## config.mk

```make
export PLATFORM = sky130hd
export DESIGN_NAME = sprite_anim_fsm
export DESIGN_NICKNAME = d
export VERILOG_FILES = /design/src/rtl/sprite_anim_fsm.sv
export SDC_FILE = /design/constraint.sdc
export NUM_CORES = 1
export LEC_CHECK = 0
export ABC_CLOCK_PERIOD_IN_PS = 3100
export CAP_MARGIN = 25
export CORE_ASPECT_RATIO = 1.1
export CORE_UTILIZATION = 40
export DETAILED_ROUTE_END_ITERATION = 12
export PLACE_DENSITY = 0.74
export SYNTH_ARGS = -nofsm -noshare
export SYNTH_HDL_FRONTEND = slang
export SYNTH_SLANG_ARGS = --single-unit
```

## constraint.sdc

```tcl
create_clock -name Clk -period 3.1 [get_ports Clk]
set_clock_uncertainty 0.05 [all_clocks]
set_input_delay 0.62 -clock Clk [delete_from_list [all_inputs] [get_ports Clk]]
set_output_delay 0.62 -clock Clk [all_outputs]
set_load 0.02 [all_outputs]
```

## src/rtl/sprite_anim_fsm.sv

```systemverilog
// Sprite animation controller: turns keyboard codes into walk/jump state, facing, motion and sprite index.
// Latency: outputs are registered and reflect a frame_tick on the same Clk edge that samples it.
// Backpressure: none; everything advances only on frame_tick edges and holds otherwise.
module sprite_anim_fsm #(
    parameter int KEY_LEFT       = 80,
    parameter int KEY_RIGHT      = 79,
    parameter int KEY_JUMP       = 82,
    parameter int TICKS_PER_STEP = 4,
    parameter int WALK_FRAMES    = 4,
    parameter int JUMP_TICKS     = 8
) (
    input  logic       Clk,
    input  logic       Reset,
    input  logic       frame_tick,
    input  logic [7:0] Keycode,
    output logic [3:0] motion,
    output logic       facing,
    output logic [1:0] state,
    output logic [3:0] sprite_sel
);

    typedef enum logic [1:0] {
        ST_IDLE = 2'd0,
        ST_WALK = 2'd1,
        ST_JUMP = 2'd2
    } st_e;

    localparam logic [7:0] KEY_L       = 8'(KEY_LEFT);
    localparam logic [7:0] KEY_R       = 8'(KEY_RIGHT);
    localparam logic [7:0] KEY_J       = 8'(KEY_JUMP);
    localparam logic [7:0] STEP_LAST   = 8'(TICKS_PER_STEP - 1);
    localparam logic [7:0] FRAME_LAST  = 8'(WALK_FRAMES - 1);
    localparam logic [7:0] JUMP_LAST   = 8'(JUMP_TICKS - 1);
    localparam logic [7:0] JUMP_HALF   = 8'(JUMP_TICKS / 2);
    localparam logic [3:0] JUMP_SPRITE = 4'(WALK_FRAMES + 1);

    st_e        cur_st;
    st_e        nxt_st;
    logic [7:0] step_cnt;
    logic [7:0] step_nxt;
    logic [7:0] anim_frame;
    logic [7:0] anim_nxt;
    logic [7:0] jump_cnt;
    logic [7:0] jump_nxt;
    logic       facing_nxt;
    logic [3:0] motion_nxt;
    logic [3:0] sprite_nxt;

    logic is_left;
    logic is_right;
    logic is_jump;
    logic is_dir;

    // Left wins if the two direction keycodes were ever parameterised identically.
    assign is_left  = (Keycode == KEY_L);
    assign is_right = (Keycode == KEY_R) && !is_left;
    assign is_jump  = (Keycode == KEY_J) && !is_left && !is_right;
    assign is_dir   = is_left || is_right;

    assign state = cur_st;

    // State, counters and registered outputs; reset overrides any coincident tick.
    always_ff @(posedge Clk) begin
        if (Reset) begin
            cur_st     <= ST_IDLE;
            step_cnt   <= 8'd0;
            anim_frame <= 8'd0;
            jump_cnt   <= 8'd0;
            facing     <= 1'b0;
            motion     <= 4'b0000;
            sprite_sel <= 4'd0;
        end else begin
            cur_st     <= nxt_st;
            step_cnt   <= step_nxt;
            anim_frame <= anim_nxt;
            jump_cnt   <= jump_nxt;
            facing     <= facing_nxt;
            motion     <= motion_nxt;
            sprite_sel <= sprite_nxt;
        end
    end

    // Next state and counters; without a frame_tick everything holds.
    always_comb begin
        nxt_st     = cur_st;
        step_nxt   = step_cnt;
        anim_nxt   = anim_frame;
        jump_nxt   = jump_cnt;
        facing_nxt = facing;
        if (frame_tick) begin
            if (is_left) begin
                facing_nxt = 1'b1;
            end else if (is_right) begin
                facing_nxt = 1'b0;
            end
            case (cur_st)
                ST_IDLE: begin
                    if (is_dir) begin
                        nxt_st   = ST_WALK;
                        step_nxt = 8'd0;
                        anim_nxt = 8'd0;
                    end else if (is_jump) begin
                        nxt_st   = ST_JUMP;
                        jump_nxt = 8'd0;
                    end
                end
                ST_WALK: begin
                    if (is_dir) begin
                        // A direction flip keeps the stride going; only facing changes.
                        if (step_cnt == STEP_LAST) begin
                            step_nxt = 8'd0;
                            anim_nxt = (anim_frame == FRAME_LAST) ? 8'd0 : anim_frame + 8'd1;
                        end else begin
                            step_nxt = step_cnt + 8'd1;
                        end
                    end else if (is_jump) begin
                        nxt_st   = ST_JUMP;
                        jump_nxt = 8'd0;
                    end else begin
                        nxt_st   = ST_IDLE;
                        step_nxt = 8'd0;
                        anim_nxt = 8'd0;
                    end
                end
                ST_JUMP: begin
                    if (jump_cnt == JUMP_LAST) begin
                        // Landing: a held jump key does not re-trigger.
                        jump_nxt = 8'd0;
                        step_nxt = 8'd0;
                        anim_nxt = 8'd0;
                        nxt_st   = is_dir ? ST_WALK : ST_IDLE;
                    end else begin
                        jump_nxt = jump_cnt + 8'd1;
                    end
                end
                default: begin
                    nxt_st   = ST_IDLE;
                    step_nxt = 8'd0;
                    anim_nxt = 8'd0;
                    jump_nxt = 8'd0;
                end
            endcase
        end
    end

    // Output decode from the next-state values so outputs land on the sampling edge.
    always_comb begin
        motion_nxt = 4'b0000;
        sprite_nxt = 4'd0;
        case (nxt_st)
            ST_WALK: begin
                motion_nxt = {2'b00, ~facing_nxt, facing_nxt};
                sprite_nxt = anim_nxt[3:0] + 4'd1;
            end
            ST_JUMP: begin
                motion_nxt = (jump_nxt < JUMP_HALF) ? 4'b0100 : 4'b1000;
                sprite_nxt = JUMP_SPRITE;
            end
            default: begin
                motion_nxt = 4'b0000;
                sprite_nxt = 4'd0;
            end
        endcase
    end

endmodule

```

After elaboration in Yosys (flattened, before gate mapping)
Cells that the tools add are included.
{"block": "word_totals", "regBits": 35, "input_bits": 11, "out_inout_bits": 11}
{"block": "classes", "add_sub_neg": 4, "order_cmp": 1, "n_eq_ne": 14, "n_mux": 33, "bitwise": 1, "n_reduce_logical": 10}
{"operator": "$mux 8", "count": 15}
{"operator": "$pmux 8 s3", "count": 2}
{"operator": "$add 8x1->8 const B", "count": 3}
{"operator": "$eq 8x7->1 const B", "count": 3}
{"operator": "$eq 8x2->1 const B", "count": 2}
{"operator": "$pmux 4 s2", "count": 2}
{"operator": "$pmux 8 s2", "count": 1}
{"operator": "$mux 2", "count": 6}
{"operator": "$eq 8x3->1 const B", "count": 1}
{"operator": "$lt 8x3->1 const B", "count": 1}
{"operator": "$mux 4", "count": 2}
{"operator": "$ne 3x3->1 const B", "count": 2}
{"operator": "$pmux 2 s3", "count": 1}
{"operator": "$reduce_and 5->1", "count": 1}
{"operator": "$add 4x1->4 const B", "count": 1}
{"operator": "$eq 2x1->1 const B", "count": 2}
{"operator": "$eq 2x2->1 const B", "count": 2}
{"operator": "$mux 1", "count": 4}
{"operator": "$ne 2x2->1 const B", "count": 2}
{"operator": "$reduce_and 4->1", "count": 1}
{"operator": "$logic_and 1x1->1", "count": 3}
{"operator": "$logic_not 1->1", "count": 2}
{"operator": "$logic_not 2->1", "count": 1}
{"operator": "$reduce_or 2->1", "count": 1}
{"operator": "other kinds (2)", "count": 2}

Depth between registers and ports, before layout
Gate-level depths: netlist of the first run.
{"block": "logic_depth", "word_depth": 12, "depth_mapped": 10, "mapped_depth_nobuf": 10}

Worst setup path before layout of the first run
OpenSTA, ideal clock, no wires.
{"block": "synth_path", "path_type": "input port to flip-flop", "startpoint": "in Keycode[3]", "endpoint": "reg sprite_sel[2]", "arrival_ns": 2.891, "required_ns": 2.988, "setup_slack_ns": 0.097, "path_stages": 8, "path_buffers": 0, "path_cell_list": "nor4b_4 a22oi_2 o41a_1 o32ai_1 inv_1 ha_1 or3_2 nand3_1"}
{"block": "synth_via", "elab_chain_len": 11}
{"item": "start: declaration", "line": "15", "text": "input logic [7:0] Keycode,"}
{"item": "$eq 8x7->1", "line": "55", "text": "assign is_left = (Keycode == KEY_L);"}
{"item": "$logic_not 1->1", "line": "56, 57"}
{"item": "$logic_and 1x1->1", "line": "56", "text": "assign is_right = (Keycode == KEY_R) && !is_left;"}
{"item": "$logic_not 1->1", "line": "57", "text": "assign is_jump = (Keycode == KEY_J) && !is_left && !is_right;"}
{"item": "$logic_and 1x1->1", "line": "57"}
{"item": "$mux 8", "line": "116", "text": "end else if (is_jump) begin"}
{"item": "$mux 8", "line": "108", "text": "if (is_dir) begin"}
{"item": "$pmux 8 s3 *", "line": "96", "text": "case (cur_st)"}
{"item": "$mux 4 *", "line": "90", "text": "if (frame_tick) begin"}
{"item": "net anim_nxt[0]", "line": "42", "text": "logic [7:0] anim_nxt;"}
{"item": "$add 4x1->4 *", "line": "153", "text": "sprite_nxt = anim_nxt[3:0] + 4'd1;"}
{"item": "$pmux 4 s2 *", "line": "150", "text": "case (nxt_st)"}
{"item": "end signal: assignment", "line": "79", "text": "sprite_sel <= sprite_nxt;"}
{"item": "end: declaration", "line": "19", "text": "output logic [3:0] sprite_sel"}
Mark *: on every way through the listed nets, which the timed path passes. The rest lies on a longest branch. The select of a mux whose other input is x is not followed.
A chain may end at the register's enable or synchronous reset.

Worst setup path after layout of the first run
{"block": "layout_path", "startpoint": "in Keycode[6]", "endpoint": "reg sprite_sel[2]"}
The elaborated chain is that of the path after synthesis.

==> results of run 1 <==
==> final cells by class <==
| cell class | instances | area [um2] |
|---|---|---|
| clock inverter | 1 | 5.00 |
| inverter | 9 | 33.8 |
| sequential | 35 | 701 |
| tap | 56 | 70.1 |
| clock buffer | 6 | 82.6 |
| timing repair buffer | 45 | 390 |
| multi-input combinational | 174 | 1170 |
| fill | 439 | 2200 |
==> cells in the mapped netlist, drive strengths merged (2+ instances only) <==
master and instances:
dfxtp 35, nor2 27, nand2 18, nor3 18, a21oi 9, inv 9
nand4 9, xor2 9, and3 7, clkbuf 6, ha 6, nand3 5
nor4 5, nor2b 4, a22oi 3, and2 3, or2 3, or3 3
a2111oi 2, a211oi 2, a21boi 2, a21o 2, a31oi 2, a41oi 2
and4 2, nand2b 2, nor3b 2, o21ai 2, o31a 2, o32ai 2
xnor2 2
==> metrics by stage <==
step | hold slack [ns] | setup slack, ns | cell area [um2]
floorplan | 0.428 | 0.0966 | 1950
global placement | 0.448 | -0.137 | 2350
detailed placement | 0.463 | -0.217 | 2350
CTS | 0.481 | 0.0699 | 2440
global route | 0.516 | 0.00946 | 2450
finish | 0.476 | 0.127 | 2450
==> cell usage in the layout (no fill, tap or decap), types with 3 or more instances in the layout <==
cell / count
sky130_fd_sc_hd__a21oi_1: 9
sky130_fd_sc_hd__and2_2: 3
sky130_fd_sc_hd__and3_1: 5
sky130_fd_sc_hd__buf_4: 24
sky130_fd_sc_hd__clkbuf_8: 6
sky130_fd_sc_hd__clkdlybuf4s50_1: 21
sky130_fd_sc_hd__dfxtp_1: 35
sky130_fd_sc_hd__ha_1: 6
sky130_fd_sc_hd__inv_1: 9
sky130_fd_sc_hd__nand2_1: 18
sky130_fd_sc_hd__nand3_1: 5
sky130_fd_sc_hd__nand4_1: 9
sky130_fd_sc_hd__nor2_1: 27
sky130_fd_sc_hd__nor2b_1: 4
sky130_fd_sc_hd__nor3_1: 16
sky130_fd_sc_hd__nor4_1: 4
sky130_fd_sc_hd__or2_2: 3
sky130_fd_sc_hd__xor2_1: 9
==> cell families after synthesis <==
logic type | synth area share [%]
DFF | 35.9
xor gates and xnor gates | 4.94
buffers and inverters | 4.81
muxes | 0.513
AOI/OAI and AO/OA | 15.8
adders and majority gates | 3.85
and+or+nand+nor | 34.1
==> metal layers <==
layer,wire [um],GRT usage (%),vias to the layer above
li1,-,-,915
met2,2020,30.5,42
met3,200,4.39,10
met4,119,9.26,0
met1,2120,25.1,851
met5,0,0,-
==> power breakdown <==
group	total, mW	switching [mW]	leakage [nW]	internal, mW
Sequential	0.450	0.000404	0.282	0.450
Clock	0.336	0.162	0.0470	0.174
Combinational	0.0469	0.0235	0.663	0.0234
Total	0.833	0.186	0.992	0.647
==> critical path, stage by stage <==
cell and delay [ns]:
sky130_fd_sc_hd__clkdlybuf4s50_1 0.46, sky130_fd_sc_hd__or3b_1 0.42, sky130_fd_sc_hd__o41a_1 0.44, sky130_fd_sc_hd__buf_4 0.18, sky130_fd_sc_hd__nand2_1 0.06, sky130_fd_sc_hd__and2_2 0.16, sky130_fd_sc_hd__inv_1 0.05, sky130_fd_sc_hd__ha_1 0.18
sky130_fd_sc_hd__or3_2 0.48, sky130_fd_sc_hd__nand3_1 0.10
==> registers in the layout, summed over array words and instances, names as in the netlist <==
register    count
facing          1
step_cnt        8
motion          4
jump_cnt        8
state           2
anim_frame      8
sprite_sel      4
==> path summary, 6_finish.rpt <==
check | start | end | slack (ns) | depth (start not counted)
hold / removal | anim_frame[7] | anim_frame[7] | 0.48 | 2
setup / recovery | Keycode[6] | sprite_sel[2] | 0.13 | 10
setup reg to reg | jump_cnt[0] | sprite_sel[2] | 0.30 | 11
hold reg to reg | anim_frame[7] | anim_frame[7] | 0.48 | 2
==> results by stage, run 1 <==
Status:
- The run finished with clean final reports.

Synthesis:
- The largest total area in the synthesized netlist belongs to sky130_fd_sc_hd__dfxtp_1.
- In this run, synthesis inferred 0 flip-flops with an integrated enable.
- The area share of the largest cell type after synthesis is 35.9%.
- Yosys attributes the largest share of cell area to sky130_fd_sc_hd__dfxtp_1, sky130_fd_sc_hd__nor2_1, sky130_fd_sc_hd__nor3_1.
- In the synthesized netlist the async set-or-reset flop fraction comes to 0%.
- Among all flip-flop cells after synthesis, the most frequent one is sky130_fd_sc_hd__dfxtp_1.
- The mean cell area of the mapped netlist is 8.67 um2.
- The synthesis warning total is 0.
- The proportion of synthesized chip area in sequential cells is about 36%.
- The cell area that synthesis handed to floorplanning was slightly below 2000 um2.
- The synthesized netlist cell count is 225.
- Synthesis produced a netlist with a net count of 242.
- The number of distinct library cells after synthesis is 60.
- The number of flip-flops and latches in the synthesized netlist is 35.

Routing:
- After detailed routing, the number of vias per cell comes to 5.58.
- The pre-antenna-repair detailed-routing pass consisted of 5 iterations.
- In this run the remaining antenna-violating nets after routing total 0.
- The DRC violation total after the first TritonRoute iteration is 93.
- In the final routed layout, each cell accounts on average for 13.7 um.
- The vias after detailed routing is 1818.
- After detailed routing, the number of remaining DRC violations is 0.
- The routed design has 4460 um of wire.

CTS:
- The total of hold buffers inserted after clock tree synthesis is 0.
- Post-CTS repair changed the size of 0 cells.
- TritonCTS built the clock tree.
- Clock tree synthesis found a total of 35 sinks.
- The register clock-pin slew on the reported worst setup and hold paths is 0.07 ns.
- The later-pin clock latency in the skew report is ~0.29 ns.
- The H-tree was split into 2 levels.
- Counting the buffers created by CTS gives 5.
- The number of setup buffers added after CTS is 0.
- In this run the clock root is driven by a sky130_fd_sc_hd__clkbuf_8.
- The buffer levels on the longest clock path is 2.

Floorplan:
- The floorplan die area is 5160 um2.
- 22 I/O pins were placed.
- The floorplan die width is ~69 um.
- The die extent in y is about 75 um.
- The core region is 4650 um2.
- The initial core utilization is 41.9%.
- The initialized floorplan defines 26 standard-cell rows.

STA:
- Measured against its own limit, the worst slew margin works out to 66.1%.
- The count of pins over their slew limit came to 0.
- At the pin with the least slew margin, the transition time is 0.503 ns.
- The setup total negative slack is 0 ns.
- For this run, the top clock speed supported by timing is 336 MHz.
- The number of hold-slack violations in the final timing report came to 0.
- Setup repair after global routing left no endpoint under its margin.
- The final worst-path cycle share is 95.9%.
- Setup violations remaining at the end of the flow were counted as 0.
- The final critical path time including I/O delays and setup is 2.97 ns.

Cells and area:
- For this run, the post-layout net count is 287.
- The post-route non-filler standard cell count is 326.
- The post-route netlist has between 20 and 25% of its cells at a drive strength greater than 1.
- Cells fill 52.7% of the core in the end.
- Relative to the synthesized area, the layout overhead comes to 25.7%.
- The count of antenna diodes in the layout is 0.

Critical path:
- The element type at the critical path end is a register.
- STA classifies the critical path startpoint as an input pin.
- By startpoint and endpoint, the worst setup path is classified as in -> reg.
- STA puts the critical path data arrival time at 3.15 ns.
- The biggest fanout along the worst timing path is 6.
- For the worst setup path, the data required time is approximately 3.3 ns.

Power:
- Summed over all cells, the static leakage comes to 0.992 nW.
- The power per cell area is 340 nW/um2.
- The overall power after layout is 0.833 mW.
- Across the VDD grid, the largest voltage drop is 0.196 mV.

Hold path:
- The worst hold path belongs to the class reg -> reg.

Placement:
- The number of port buffers is 21.
- The post-placement cell count is 319.
- The half-perimeter wire length after placement is 3210 um.
- The congestion estimate from routability-driven global placement came to approximately 0.84.

Flow run:
- The tool flagged a number of max-cap violations equal to 0.

GRT:
- The number of global-route vias before repair is between 1500 and 2000.
- For this run, the total global-route usage over all layers was measured as 19.5%.
- The first global-routing pass estimated approximately 7500 um of wire.
- The total overflow left after global routing is 0.
- The largest net degree at the start of global routing is 28.
- The number of antenna violations at the first check in global routing is 0.
Note: power is estimated with default switching activity, not from simulation.
==> run 2: changes to the inputs <==
--- a/config.mk
+++ b/config.mk
@@ -8,9 +8,9 @@
 export ABC_CLOCK_PERIOD_IN_PS = 3100
 export CAP_MARGIN = 25
 export CORE_ASPECT_RATIO = 1.1
-export CORE_UTILIZATION = 40
+export CORE_UTILIZATION = 50
 export DETAILED_ROUTE_END_ITERATION = 12
-export PLACE_DENSITY = 0.74
+export PLACE_DENSITY = 0.87
 export SYNTH_ARGS = -nofsm -noshare
 export SYNTH_HDL_FRONTEND = slang
 export SYNTH_SLANG_ARGS = --single-unit
==> run 2 against run 1 <==
Critical path depth is 1 higher; sequential share of layout area is 0.35 points lower; largest cell class unchanged; largest power group unchanged; critical endpoint unchanged; sequential power hardly changed.
==> results by stage, run 2 (synthesized netlist as in run 1, its figures left out) <==
Routing:
- The per-cell via count in the routed design is 5.73 (was 5.58).
- The number of iterations in the first detailed-routing pass is 4 (was 5).
- The total routed wirelength is 4550 um (was 4460 um).
- The vias after detailed routing came to 1845 (was 1818).
- The remaining antenna violation count was 0 (unchanged).
- The detailed-route wire length per cell is 14.1 um (was 13.7 um).
- The DRC violation total after the first TritonRoute iteration is 63 (was 93).
- The DRC violation count after routing is 0 (unchanged).

STA:
- The count of pins over their slew limit is 0 (unchanged).
- The maximum clock frequency came to 343 MHz (was 336 MHz).
- The number of hold-slack violations in the final timing report is 0 (unchanged).
- Unrepaired setup endpoints after global routing: no (unchanged).
- The final worst-path cycle share is 94.0% (was 95.9%).
- The minimum hold slack is 0.472 ns (was 0.476 ns).
- The worst relative slew slack came to 69.8% (was 66.1%).
- The worst path setup slack after routing is 0.186 ns (was 0.127 ns).
- The final critical path time including I/O delays and setup is 2.91 ns (was 2.97 ns).
- The transition time at the pin with the least slew margin is 0.450 ns (was 0.503 ns).
- The final setup violation count came to 0 (unchanged).

Floorplan:
- The area inside the core boundary is 3680 um2 (was 4650 um2).
- The die extent in y is 67.5 um (was 75.2 um).
- The number of rows in the core area is 23 (was 26).
- The floorplan die width is 61.6 um (was 68.6 um).
- The floorplan die area is 4160 um2 (was 5160 um2).
- The initial core utilization is 53.0% (was 41.9%).
- The number of top-level design ports was 22 (unchanged).

Placement:
- The number of port buffers was 21 (unchanged).
- The post-placement setup slack is -0.203 ns (was -0.217 ns).
- The half-perimeter wire length after placement was 3200 um (was 3210 um).
- The placer congestion estimate came to 0.926 (was 0.837).
- The post-placement cell count is 314 (was 319).

Critical path:
- The cell at the slowest stage of the critical path was sky130_fd_sc_hd__clkdlybuf4s50_1 (was sky130_fd_sc_hd__or3_2).
- The element type at the critical path end is a register (unchanged).
- The arrival time reported for the critical path endpoint is 3.11 ns (was 3.15 ns).
- The class of the most critical setup path is in -> reg (unchanged).
- Cells along the critical path: clkdlybuf4s50_1 > nor4b_4 > a22oi_2 > o41a_1 > buf_4 > nand2_1 > and2_2 > inv_1 > ha_1 > or3_2 > nand3_1 (was clkdlybuf4s50_1 > or3b_1 > o41a_1 > buf_4 > nand2_1 > and2_2 > inv_1 > ha_1 > or3_2 > nand3_1).
- The kind of launch point of the worst setup path is an input pin (unchanged).
- The biggest fanout along the worst timing path is 6 (unchanged).
- The count of cells along the worst register-to-register path was 10 (was 11).
- The source of the worst register-to-register timing path is step_cnt[0] (was jump_cnt[0]).
- The launching instance or port of the critical path was Keycode[3] (was Keycode[6]).
- The maximum single-stage delay on the critical path is 0.46 ns (was 0.48 ns).
- The data required time at the worst endpoint is 3.30 ns (was 3.28 ns).

Hold path:
- The cell depth of the worst min-delay path is 2 (unchanged).
- The startpoint of the lowest-slack hold path is jump_cnt[1] (was anim_frame[7]).
- The type of the worst min-delay path is reg -> reg (unchanged).

Cells and area:
- The most frequent standard cell in the layout excluding fill and tap cells is sky130_fd_sc_hd__dfxtp_1 (unchanged).
- The final-stage net count came to 288 (was 287).
- Biggest regs: anim_frame x8, jump_cnt x8, step_cnt x8 (unchanged).
- The count of antenna diodes in the layout was 0 (unchanged).
- The post-route non-filler standard cell count came to 322 (was 326).
- The share of cells above drive strength 1 is 21.3% (was 20.4%).
- The area added between synthesis and finish is 27.2% (was 25.7%).
- The core occupancy in the finished layout is 67.4% (was 52.7%).
- Highest-count cells in the layout ignoring fill and taps: sky130_fd_sc_hd__dfxtp_1, sky130_fd_sc_hd__nor2_1, sky130_fd_sc_hd__buf_4 (unchanged).

Power:
- The switching power is 0.201 mW (was 0.186 mW).
- The combinational power share is 5.5% (was 5.6%).
- The overall power after layout is 0.877 mW (was 0.833 mW).
- The relative contribution of sequential cells to total power is 51.3% (was 54.0%).
- The cell-internal power is 0.676 mW (was 0.647 mW).
- The clock share of power was 43.2% (was 40.4%).
- The total leakage power is 1.00 nW (was 0.992 nW).
- The maximum ir drop on the vdd rail is 0.305 mV (was 0.196 mV).
- The power per cell area is 353 nW/um2 (was 340 nW/um2).
- The fraction of power spent switching nets is 22.9% (was 22.3%).

GRT:
- The number of global-route vias before repair is 1716 (was 1708).
- The number of antenna violations at the first check in global routing is 0 (unchanged).
- The first-pass GRT wire length is 7520 um (was 7470 um).
- The total global routing overflow is 0 (unchanged).
- The global-route usage over all layers came to 24.8% (was 19.5%).
- The largest net degree at the start of global routing is 28 (unchanged).

CTS:
- The H-tree depth reported by CTS is 2 (unchanged).
- The register clock-pin slew on the reported worst setup and hold paths came to 0.08 ns (was 0.07 ns).
- The clock root buffer master was sky130_fd_sc_hd__clkbuf_8 (unchanged).
- The total of hold buffers inserted after clock tree synthesis was 0 (unchanged).
- The TritonCTS clock tree is done (unchanged).
- The later-pin clock latency in the skew report is 0.30 ns (was 0.29 ns).
- The buffer levels on the longest clock path is 2 (unchanged).
- The number of buffers inserted during clock tree synthesis is 5 (unchanged).
- The count of clock tree sinks is 35 (unchanged).

Flow run:
- The number of max-capacitance violations reported is 0 (unchanged).

Status:
- Outcome: completed (unchanged).
-- run 2: through the flow --
stage / TNS [ns] / cell area, um2
4_1_cts: 0 / 2450
3_5_place_dp: -0.413 / 2350
3_3_place_gp: -0.171 / 2350
5_1_grt: 0 / 2480
2_1_floorplan: 0 / 1950
6_report: 0 / 2480
-- run 2: worst max-delay path: cells and delay by family --
kind | cells | cell delay [ns]
fa+ha+maj | 1 | 0.19
simple gates | 5 | 1.07
compound gates | 2 | 0.54
buf+inv | 3 | 0.70
-- run 2: path summary, 6_finish.rpt --
| check | to | slack (ns) |
|---|---|---|
| worst max-delay path | sprite_sel[2] | 0.19 |
| worst min-delay path | jump_cnt[1] | 0.47 |
| worst max register to register | sprite_sel[2] | 0.27 |
| worst min register to register | jump_cnt[1] | 0.47 |
-- run 2: timing repair --
action	in CTS	in global routing
setup buffers	0	0
endpoints found under the setup margin	0	3
resized for setup	0	4
-- run 2: per-layer routing --
| layer | track usage (%) | wire length [um] |
|---|---|---|
| met1 | 32.3 | 2140 |
| met2 | 38.2 | 2030 |
| met3 | 6.51 | 273 |
| met4 | 10.6 | 96 |
| met5 | 0 | 0 |
-- run 2: area by class of cell --
| type | instances | area [um2] |
|---|---|---|
| fill | 327 | 1200 |
| multi-input combinational | 174 | 1180 |
| sequential | 35 | 701 |
| timing repair buffer | 46 | 398 |
| clock buffer | 7 | 96.3 |
| tap | 50 | 62.6 |
| inverter | 9 | 33.8 |
| clock inverter | 1 | 7.51 |
-- run 2: power by group through the flow --
stage,clock network (mW),registers (mW),logic [mW]
6_report,0.379,0.450,0.0482
5_1_grt,0.405,0.450,0.0517
4_1_cts,0.380,0.450,0.0476
3_5_place_dp,0,0.460,0.0472
3_3_place_gp,0,0.460,0.0465
2_1_floorplan,0,0.460,0.0213
